<file path="config.mk">
export PLATFORM = sky130hd
export DESIGN_NAME = data_pro_seq
export DESIGN_NICKNAME = d
export VERILOG_FILES = /design/src/rtl/data_pro_seq.sv
export SDC_FILE = /design/constraint.sdc
export NUM_CORES = 1
export LEC_CHECK = 0
export BUFFER_PORTS_ARGS = -buffer_cell sky130_fd_sc_hd__buf_2
export CAP_MARGIN = 20
export CORE_MARGIN = 3
export CORE_UTILIZATION = 56
export CTS_BUF_LIST = sky130_fd_sc_hd__clkbuf_16
export DETAILED_ROUTE_END_ITERATION = 10
export PLACE_DENSITY_LB_ADDON = 0.2
export SKIP_CTS_REPAIR_TIMING = 1
export SYNTH_ARGS = -nofsm -noshare
export SYNTH_HDL_FRONTEND = slang
export SYNTH_SLANG_ARGS = --single-unit
</file>
<file path="constraint.sdc">
create_clock -name clk -period 2.7 [get_ports clk]
set_clock_uncertainty 0.2 [all_clocks]
set_input_delay 0.135 -clock clk [delete_from_list [all_inputs] [get_ports clk]]
set_output_delay 0.135 -clock clk [all_outputs]
set_load 0.1 [all_outputs]
</file>
<file path="src/rtl/data_pro_seq.sv">
// Offset-then-multiply datapath: operands get +INC (mod 2^W) and go through a W-cycle shift-add multiplier.
// Optional build macro DATA_PRO_ACC_EN turns data_out into a running accumulator with acc_clr/acc_ovf.
module data_pro_seq #(
    parameter int W   = 4,
    parameter int INC = 1
) (
    input  logic             clk,
    input  logic             res,
    input  logic             in_valid,
    output logic             in_ready,
    input  logic [W-1:0]     data_in_a,
    input  logic [W-1:0]     data_in_b,
    output logic             out_valid,
    input  logic             out_ready,
    output logic [2*W-1:0]   data_out,
    output logic [2*W-1:0]   data_out_comp,
    output logic             busy,
    output logic             inc_wrap
`ifdef DATA_PRO_ACC_EN
    ,
    input  logic             acc_clr,
    output logic             acc_ovf
`endif
);

    localparam int PW = 2 * W;
    localparam int CW = $clog2(W + 1);
    localparam logic [W-1:0] INC_V = W'(INC);

    typedef enum logic [1:0] {IDLE, MUL, DONE} state_t;

    state_t state, state_next;

    logic [PW-1:0] mcand;
    logic [W-1:0]  mplier;
    logic [PW-1:0] prod;
    logic [CW-1:0] cnt;

    logic [W:0]    sum_a;
    logic [W:0]    sum_b;
    logic [PW-1:0] prod_next;
    logic          last_step;
    logic          accept;
    logic [PW-2:0] low_neg;

    assign sum_a     = {1'b0, data_in_a} + {1'b0, INC_V};
    assign sum_b     = {1'b0, data_in_b} + {1'b0, INC_V};
    assign prod_next = prod + (mplier[0] ? mcand : {PW{1'b0}});
    assign last_step = (cnt == CW'(1));
    assign accept    = in_valid && (state == IDLE);

`ifdef DATA_PRO_ACC_EN
    logic [PW:0] acc_sum;
    assign acc_sum = {1'b0, data_out} + {1'b0, prod_next};
`endif

    always_ff @(posedge clk or negedge res) begin
        if (!res) begin
            state <= IDLE;
        end else begin
            state <= state_next;
        end
    end

    always_comb begin
        state_next = state;
        case (state)
            IDLE:    if (in_valid)  state_next = MUL;
            MUL:     if (last_step) state_next = DONE;
            DONE:    if (out_ready) state_next = IDLE;
            default:                state_next = IDLE;
        endcase
    end

    always_comb begin
        in_ready  = (state == IDLE);
        busy      = (state == MUL);
        out_valid = (state == DONE);
    end

    // Shift-add engine: the multiplier register is consumed LSB first while the multiplicand walks left.
    always_ff @(posedge clk or negedge res) begin
        if (!res) begin
            mcand    <= '0;
            mplier   <= '0;
            prod     <= '0;
            cnt      <= '0;
            inc_wrap <= 1'b0;
        end else if (accept) begin
            mcand    <= {{W{1'b0}}, sum_a[W-1:0]};
            mplier   <= sum_b[W-1:0];
            prod     <= '0;
            cnt      <= CW'(W);
            inc_wrap <= sum_a[W] | sum_b[W];
        end else if (state == MUL) begin
            mcand  <= mcand << 1;
            mplier <= mplier >> 1;
            prod   <= prod_next;
            cnt    <= cnt - CW'(1);
        end
    end

    // Result register only moves on the final multiply step (or an accumulator clear while idle).
    always_ff @(posedge clk or negedge res) begin
        if (!res) begin
            data_out <= '0;
`ifdef DATA_PRO_ACC_EN
            acc_ovf  <= 1'b0;
`endif
        end else begin
`ifdef DATA_PRO_ACC_EN
            if (state == IDLE && acc_clr) begin
                data_out <= '0;
                acc_ovf  <= 1'b0;
            end else if (state == MUL && last_step) begin
                data_out <= acc_sum[PW-1:0];
                acc_ovf  <= acc_ovf | acc_sum[PW];
            end
`else
            if (state == MUL && last_step) begin
                data_out <= prod_next;
            end
`endif
        end
    end

    assign low_neg = ~data_out[PW-2:0] + {{(PW-2){1'b0}}, 1'b1};

    always_comb begin
        data_out_comp = data_out;
        if (data_out[PW-1]) begin
            data_out_comp = {1'b1, low_neg};
        end
    end

endmodule

</file>
==> impl_metrics.env, run 1 <==
export IMPL_status="finished, final reports clean"
export IMPL_yosysMostFrequentCell="dfrtp_1"
export IMPL_final_cells=283
export IMPL_hold_class="in2reg"
export IMPL_htree_levels=2
export IMPL_slowest_delay_ns=0.49
export IMPL_synth_top_area_share_pct=43.4
export IMPL_routed_wl_mm=4.27
export IMPL_syn_inst=203
export IMPL_critPathLaunchType="register"
export IMPL_grt_pass1_wl_mm=7.18
export IMPL_nNetsFinal=263
export IMPL_viasPerCell=5.70
export IMPL_rsz0062_at_grt="no"
export IMPL_cts_tree="yes"
export IMPL_drt_first_pass_iters=4
export IMPL_fp_row_count=20
export IMPL_worstPathMaxFanout=4
export IMPL_crit_path_top_delay_cell="o31ai_1"
export IMPL_drtAntennaViolNets=0
export IMPL_gp_congestion=0.919
export IMPL_clockBufferDepth=2
export IMPL_slew_headroom_pct=51.2
export IMPL_hold_depth=4
export IMPL_synth_common_cells="dfrtp_1 (34), nand2_1 (23), o21ai_0 (22)"
export IMPL_insertion_delay_ns=0.28
export IMPL_final_period_utilization_pct=89.6
export IMPL_diodes=0
export IMPL_end_kind="output port"
export IMPL_synth_seq_cells=34
export IMPL_fp_dieArea_sq_um=4240
export IMPL_grt_max_degree=35
export IMPL_cp_endpoint="data_out_comp[6]"
export IMPL_hold_viol_final=0
export IMPL_tightest_slew_ns=0.731
export IMPL_core_sq_um=3200
export IMPL_final_layout_size_suffix_gt1_share_pct=21.3
export IMPL_fmax_mhz=413
export IMPL_synth_largest_area_cell="dfrtp_1"
export IMPL_syn_area_sq_um=1960
export IMPL_dp_hpwl_mm=3.19
export IMPL_grt_pass1_vias=1623
export IMPL_start_util_pct=61.2
export IMPL_synth_seq_area_share_pct=43.4
export IMPL_r2r_end="prod[6]$_DFFE_PN0P_"
export IMPL_ff2ff_path_depth=9
export IMPL_r2r_start="mplier[0]$_DFFE_PN0P_"
export IMPL_die_x_um=65.2
export IMPL_synth_enable_flop_cells=0
export IMPL_clock_root_buffer="clkbuf_16"
export IMPL_synth_mux_area_share_pct=2.30
export IMPL_final_max_slew_viol_count=0
export IMPL_crit_arrival_ns=2.08
export IMPL_cts_sinks=34
export IMPL_numPortBuffers=31
export IMPL_critPathKind="reg2out"
export IMPL_cp_required_ns=2.37
export IMPL_synth_xor_area_share_pct=5.81
export IMPL_yosys_area_share_simple_pct=14.0
export IMPL_vias=1614
export IMPL_synthesis_nets=228
export IMPL_placed_cells=272
export IMPL_routedWlPerCell_um=15.1
export IMPL_cts_buffers=5
export IMPL_synth_area_leaders="dfrtp_1 (43%), ha_1 (7.7%), o21ai_0 (5.6%), nand2_1 (4.4%), xnor2_1 (4.0%)"
export IMPL_grt_use_total_pct=22.2
export IMPL_ys_warn_count=0
export IMPL_synthAdderAreaFrac_pct=8.68
export IMPL_reg2reg_setup_slack_ns=0.30
export IMPL_ioPinCount=32
export IMPL_path_cells="inv_1, ha_1, nand2_1, o31ai_1, xnor2_4, buf_2"
export IMPL_drtIter0Drc=138
export IMPL_die_height_um=65.2
export IMPL_synthDistinctLibCells=39
export IMPL_setup_viol=0
export IMPL_synth_compound_area_share_pct=21.6
export IMPL_cap_viol_max_count=0
export IMPL_synth_top_family_by_area="compound AO/OA/AOI/OAI gates"
export IMPL_synth_ff_type="dfrtp_1"
export IMPL_fin_crit_ns=2.42
export IMPL_drcViolationCount=0
export IMPL_avgSynthCellArea_sq_um=9.65
export IMPL_async_flop_share_pct=100
export IMPL_antenna_found_initial=0
export IMPL_clk_pin_slew_ns=0.05
export IMPL_syn2layout_area_growth_pct=21.1
export IMPL_cp_startpoint="data_out[1]$_DFFE_PN0P_"
export IMPL_grt_overflow=0
==> final cells by class <==
class                      count  area (sq um)
inverter                      11          41.3
clock inverter                 3          12.5
clock buffer                   5           125
fill                         263           831
timing repair buffer          36           200
tap                           44          55.1
multi-input combinational    150          1090
sequential                    34           851
==> kinds of logic after synthesis <==
family | count (synthesis)
compound gates | 67
simple gates | 53
flops | 34
buf+inv | 19
xor+xnor | 13
fa+ha+maj | 13
mux | 4
==> cells in the final DEF, fill, tap and decap left out, drive strengths merged, types with 2 or more instances in the layout <==
master	Yosys	routed
o31ai	4	4
dfrtp	34	34
inv	10	11
nor2	3	3
and2	6	6
xnor2	9	9
xor2	4	4
clkinv	1	3
buf	5	33
nand2b	3	3
a22oi	5	5
nand2	23	23
o21a	3	3
nor2b	10	10
dlygate4sd3	0	3
ha	12	12
clkbuf	3	5
nand3	2	2
o21ai	22	22
a21oi	15	15
nor3	2	2
o211ai	3	3
mux2	4	4
a22o	8	8
==> worst min-delay path by stage <==
stage                       from                      end  slack (ns)
global placement             res  data_out[5]$_DFFE_PN0P_        0.03
finish              data_in_b[0]    mplier[0]$_DFFE_PN0P_        0.05
floorplan                    res       cnt[0]$_DFFE_PN0P_       -0.36
CTS                          res  data_out[5]$_DFFE_PN0P_       -0.26
global route        data_in_a[3]     inc_wrap$_DFFE_PN0P_        0.08
detailed placement           res  data_out[5]$_DFFE_PN0P_        0.03
==> per-layer routing <==
layer / part of all wire (%) / track usage [%]
met5: 0 / 0
met4: 1.6 / 9.33
met3: 4.4 / 7.35
met2: 52 / 36.8
met1: 42 / 26.5
==> metrics by stage <==
| step | setup TNS [ns] | util (%) | hold slack (ns) | setup slack (ns) | cell area (sq um) |
|---|---|---|---|---|---|
| global placement | 0 | 68.8 | 0.0271 | 0.458 | 2200 |
| CTS | 0 | 73.1 | -0.265 | 0.265 | 2340 |
| floorplan | -0.139 | - | -0.361 | -0.0880 | 2020 |
| detailed placement | 0 | 68.8 | 0.0323 | 0.326 | 2200 |
| finish | 0 | 74.1 | 0.0462 | 0.280 | 2370 |
| global route | 0 | 74.1 | 0.0802 | 0.163 | 2370 |
==> flip-flops by register name, summed over array words and instances, names as in the netlist <==
name      cells
mcand         8
cnt           3
prod          8
data_out      8
inc_wrap      1
mplier        4
state         2
==> worst max-delay path, delay by kind of cell (launching register included) <==
kind | cells | cell delay, ns
XOR/XNOR | 1 | 0.16
buffers and inverters | 2 | 0.51
AO/OA/AOI/OAI | 1 | 0.49
adder cells (fa/ha/maj) | 1 | 0.16
flip-flops | 1 | 0.40
AND/OR/NAND/NOR | 1 | 0.08
Power of run 1 is left out: the tool's default activity adds up to more than one toggle a clock period on the data nets, which glitch-free logic cannot reach.
==> run 2: changes to the inputs <==
--- a/config.mk
+++ b/config.mk
@@ -5,12 +5,12 @@
 export SDC_FILE = /design/constraint.sdc
 export NUM_CORES = 1
 export LEC_CHECK = 0
-export BUFFER_PORTS_ARGS = -buffer_cell sky130_fd_sc_hd__buf_2
 export CAP_MARGIN = 20
 export CORE_MARGIN = 3
-export CORE_UTILIZATION = 56
+export CORE_UTILIZATION = 65
 export CTS_BUF_LIST = sky130_fd_sc_hd__clkbuf_16
 export DETAILED_ROUTE_END_ITERATION = 10
+export DONT_BUFFER_PORTS = 1
 export PLACE_DENSITY_LB_ADDON = 0.2
 export SKIP_CTS_REPAIR_TIMING = 1
 export SYNTH_ARGS = -nofsm -noshare
==> constraint.sdc (replaced) <==
create_clock -name clk -period 3.12 [get_ports clk]
set_clock_uncertainty 0.2 [all_clocks]
set_input_delay 0.156 -clock clk [delete_from_list [all_inputs] [get_ports clk]]
set_output_delay 0.156 -clock clk [all_outputs]
set_load 0.1 [all_outputs]
==> impl_metrics.env, run 2 (synthesis results as in run 1) <==
export IMPL_drcViolationCount=0
export IMPL_grt_overflow=0
export IMPL_routed_wl_mm=4.94
export IMPL_drtIter0Drc=158
export IMPL_largestRegisters="data_out (8), mcand (8), prod (8)"
export IMPL_final_max_slew_viol_count=0
export IMPL_clk_pin_slew_ns=0.05
export IMPL_htree_levels=2
export IMPL_final_util_pct=84.2
export IMPL_grt_max_degree=35
export IMPL_fmax_mhz=416
export IMPL_cp_required_ns=3.10
export IMPL_clock_root_buffer="clkbuf_16"
export IMPL_fillers=146
export IMPL_gp_congestion=0.869
export IMPL_cts_buffers=5
export IMPL_syn2layout_area_growth_pct=20.6
export IMPL_setup_viol=0
export IMPL_crit_arrival_ns=2.38
export IMPL_slowest_delay_ns=0.45
export IMPL_drt_first_pass_iters=5
export IMPL_final_layout_size_suffix_gt1_share_pct=17.1
export IMPL_cpLargestDelayFamily="compound AO/OA/AOI/OAI gates"
export IMPL_final_cell_mix="dfrtp_1 (32), nand2_1 (23), o21ai_0 (21)"
export IMPL_failed_checks="hold timing"
export IMPL_cts_tree="yes"
export IMPL_path_cells="and2_1, ha_1, inv_1, fa_1, nor2b_4, o31a_1, o21a_1, o21a_1, o31ai_1"
export IMPL_status="complete, but fails checks"
export IMPL_critPathLaunchType="register"
export IMPL_numPortBuffers=0
export IMPL_start_util_pct=69.8
export IMPL_worstPathMaxFanout=9
export IMPL_grt_pass1_wl_mm=7.02
export IMPL_tightest_slew_ns=0.911
export IMPL_diodes=0
export IMPL_hold_class="in2reg"
export IMPL_critPathKind="reg2reg"
export IMPL_die_x_um=60.9
export IMPL_crit_path_frequent_cell="o21a_1"
export IMPL_core_sq_um=2810
export IMPL_antenna_found_initial=0
export IMPL_insertion_delay_ns=0.28
export IMPL_final_period_utilization_pct=77.0
export IMPL_hold_viol_final=2
export IMPL_vias=1674
export IMPL_viasPerCell=6.46
export IMPL_mostFrequentLayoutCell="dfrtp_1"
export IMPL_rsz0062_at_grt="no"
export IMPL_fp_dieArea_sq_um=3710
export IMPL_ioPinCount=32
export IMPL_whs_ns=-0.0208
export IMPL_routedWlPerCell_um=19.1
export IMPL_nNetsFinal=252
export IMPL_grt_pass1_vias=1518
export IMPL_crit_buf_inv=1
export IMPL_dp_hpwl_mm=3.05
export IMPL_fp_row_count=19
export IMPL_die_height_um=60.9
export IMPL_grt_use_total_pct=26.2
export IMPL_drtAntennaViolNets=0
export IMPL_seq_area_sq_um=853
export IMPL_cap_viol_max_count=0
export IMPL_crit_path_top_delay_cell="dfrtp_1"
export IMPL_fin_setup_tns_ns=0
export IMPL_end_kind="register"
export IMPL_clockBufferDepth=2
export IMPL_fin_crit_ns=2.40
export IMPL_cts_sinks=34
export IMPL_slew_headroom_pct=39.3
export IMPL_multi_input_area_sq_um=1070
run 2: cell type report:
type	count	area share, %
Inverter	11	1.75
Clock inverter	3	0.530
Clock buffer	5	5.30
Tap cell	31	1.64
Timing Repair Buffer	25	9.32
Multi-Input combinational cell	150	45.3
Sequential cell	34	36.1
run 2: worst paths after layout:
check	cells past startpoint	endpoint	slack, ns	start
max	9	prod[6]$_DFFE_PN0P_	0.72	mplier[0]$_DFFE_PN0P_
min	3	mcand[2]$_DFFE_PN0P_	-0.02	in_valid
max reg2reg	9	prod[6]$_DFFE_PN0P_	0.72	mplier[0]$_DFFE_PN0P_
min reg2reg	2	prod[2]$_DFFE_PN0P_	0.30	prod[2]$_DFFE_PN0P_
max in group asynchronous	2	data_out[0]$_DFFE_PN0P_	2.39	res
min in group asynchronous	2	data_out[6]$_DFFE_PN0P_	0.14	res
run 2: tightest hold or removal path, stage by stage:
cell	delay, ns
nor2b_1	0.03
a21oi_1	0.13
o21ai_0	0.09
run 2: stage by stage:
step | area (sq um) | hold slack (ns) | setup slack [ns] | instances
floorplan | 2000 | -0.340 | 0.311 | 203
global placement | 2120 | -0.339 | 0.882 | 242
detailed placement | 2120 | -0.339 | 0.780 | 242
CTS | 2260 | -0.634 | 0.735 | 250
global route | 2360 | 0.0376 | 0.489 | 259
finish | 2360 | -0.0208 | 0.719 | 259
run 2: per-layer routing:
layer  global-route usage (%)  part of all wire, %  vias to the layer above
li1                         -                    -                      759
met1                     30.1                   37                      820
met5                        0                    0                        -
met4                     10.2                  2.1                        0
met2                     46.7                   54                       81
met3                     6.38                  6.8                       14
Power of run 2 is left out for the same reason.
==> run 3: changes to the inputs <==
--- a/config.mk
+++ b/config.mk
@@ -7,7 +7,7 @@
 export LEC_CHECK = 0
 export CAP_MARGIN = 20
 export CORE_MARGIN = 3
-export CORE_UTILIZATION = 65
+export CORE_UTILIZATION = 62
 export CTS_BUF_LIST = sky130_fd_sc_hd__clkbuf_16
 export DETAILED_ROUTE_END_ITERATION = 10
 export DONT_BUFFER_PORTS = 1
==> constraint.sdc (replaced) <==
create_clock -name clk -period 2.25 [get_ports clk]
set_clock_uncertainty 0.2 [all_clocks]
set_input_delay 0.1125 -clock clk [delete_from_list [all_inputs] [get_ports clk]]
set_output_delay 0.1125 -clock clk [all_outputs]
set_load 0.1 [all_outputs]
==> impl_metrics.env, run 3 (synthesis results as in run 1) <==
export IMPL_final_area_sq_um=2650
export IMPL_cts_buffers=5
export IMPL_fillers=111
export IMPL_worstPathMaxFanout=6
export IMPL_grt_max_degree=35
export IMPL_die_height_um=62.2
export IMPL_r2r_start="mplier[0]$_DFFE_PN0P_"
export IMPL_final_period_utilization_pct=104
export IMPL_largestRegisters="data_out (8), mcand (8), prod (8)"
export IMPL_end_kind="register"
export IMPL_diodes=0
export IMPL_preCtsSetupSlack_ns=-0.103
export IMPL_fp_row_count=19
export IMPL_clock_root_buffer="clkbuf_16"
export IMPL_cts_tree="yes"
export IMPL_viasPerCell=6.41
export IMPL_fin_crit_ns=2.34
export IMPL_htree_levels=2
export IMPL_numPortBuffers=0
export IMPL_tightest_slew_ns=0.731
export IMPL_clockBufferDepth=2
export IMPL_core_sq_um=2880
export IMPL_clk_pin_slew_ns=0.05
export IMPL_crit_arrival_ns=2.28
export IMPL_routedWlPerCell_um=19.8
export IMPL_drtAntennaViolNets=0
export IMPL_hold_class="in2reg"
export IMPL_hold_depth=3
export IMPL_grt_use_total_pct=26.7
export IMPL_start_util_pct=68.1
export IMPL_die_x_um=62.2
export IMPL_slew_headroom_pct=51.3
export IMPL_placed_area_sq_um=2330
export IMPL_grt_overflow=0
export IMPL_syn2layout_area_growth_pct=35.3
export IMPL_multi_input_area_sq_um=1190
export IMPL_fmax_mhz=427
export IMPL_drt_first_pass_iters=5
export IMPL_rsz0062_at_grt="yes"
export IMPL_drtIter0Drc=176
export IMPL_setup_viol=3
export IMPL_final_cell_mix="dfrtp_1 (27), nand2_1 (23), buf_4 (21)"
export IMPL_mostFrequentLayoutCell="dfrtp_1"
export IMPL_gp_congestion=0.868
export IMPL_insertion_delay_ns=0.28
export IMPL_critPathKind="reg2reg"
export IMPL_reg2reg_setup_slack_ns=-0.09
export IMPL_r2r_end="data_out[6]$_DFFE_PN0P_"
export IMPL_setup_slack_ns=-0.0935
export IMPL_worstHoldEndpoint="mcand[1]$_DFFE_PN0P_"
export IMPL_grt_pass1_vias=1746
export IMPL_whs_ns=-0.0250
export IMPL_cp_required_ns=2.19
export IMPL_final_layout_size_suffix_gt1_share_pct=26.8
export IMPL_fp_dieArea_sq_um=3870
export IMPL_failed_checks="hold timing, setup timing"
export IMPL_cts_sinks=34
export IMPL_ff2ff_path_depth=9
export IMPL_routed_wl_mm=5.56
export IMPL_antenna_found_initial=0
export IMPL_seq_area_sq_um=860
export IMPL_dp_hpwl_mm=3.40
export IMPL_vias=1800
export IMPL_ioPinCount=32
export IMPL_status="complete, but fails checks"
export IMPL_critPathLaunchType="register"
export IMPL_cap_viol_max_count=0
export IMPL_drcViolationCount=0
export IMPL_hp_start="data_in_a[1]"
export IMPL_grt_pass1_wl_mm=8.29
export IMPL_final_max_slew_viol_count=0
export IMPL_nNetsFinal=263
export IMPL_hold_viol_final=4
## run 3: cell types whose count changed in the layout (fill, tap and decap cells not counted), sizes merged
cell	previous run	this run
buf	17	27
clkinv	3	2
inv	11	12
dlygate4sd3	8	9
## run 3: how the worst max path moves through the flow
| stage | start | end | slack (ns) | cells past startpoint |
|---|---|---|---|---|
| 2_1_floorplan | data_out[2]$_DFFE_PN0P_ | data_out_comp[5] | 0.03 | 3 |
| 3_3_place_gp | mplier[0]$_DFFE_PN0P_ | data_out[6]$_DFFE_PN0P_ | 0.07 | 9 |
| 3_5_place_dp | mplier[0]$_DFFE_PN0P_ | prod[6]$_DFFE_PN0P_ | -0.10 | 9 |
| 4_1_cts | mplier[0]$_DFFE_PN0P_ | prod[6]$_DFFE_PN0P_ | -0.12 | 9 |
| 5_1_grt | mplier[0]$_DFFE_PN0P_ | data_out[6]$_DFFE_PN0P_ | -0.18 | 9 |
| 6_report | mplier[0]$_DFFE_PN0P_ | data_out[6]$_DFFE_PN0P_ | -0.09 | 9 |
## run 3: layout make-up
cell class                 instances  area share, %
clock inverter                     3          0.425
multi-input combinational        150           45.0
tap                               42           1.98
inverter                          11           1.56
sequential                        34           32.4
clock buffer                       5           4.72
timing repair buffer              36           13.9
## run 3: through the flow
stage / instances / TNS [ns] / hold WS, ns / utilization [%]
2_1_floorplan: 203 / 0 / -0.383 / -
3_3_place_gp: 262 / 0 / -0.382 / 81.0
3_5_place_dp: 262 / -0.149 / -0.382 / 81.0
4_1_cts: 270 / -0.311 / -0.680 / 85.8
5_1_grt: 281 / -0.526 / 0.0264 / 92.2
6_report: 281 / -0.170 / -0.0250 / 92.2
## run 3: routing by layer
metal	track usage, %	routed length (um)	up-vias
met5	0	0	-
met4	9.39	181	0
met3	5.95	312	22
met2	47.7	2980	94
met1	31.6	2080	899
li1	-	-	785
## run 3: worst max-delay path, cell delays in order, from the launching register on
cell and delay [ns]:
dfrtp_1 0.42, and2_4 0.17, ha_4 0.16, inv_2 0.06
fa_2 0.24, nor2b_4 0.05, o31a_1 0.26, o21a_1 0.19
nor3_1 0.29, o31ai_1 0.15
Power of run 3 is left out for the same reason.
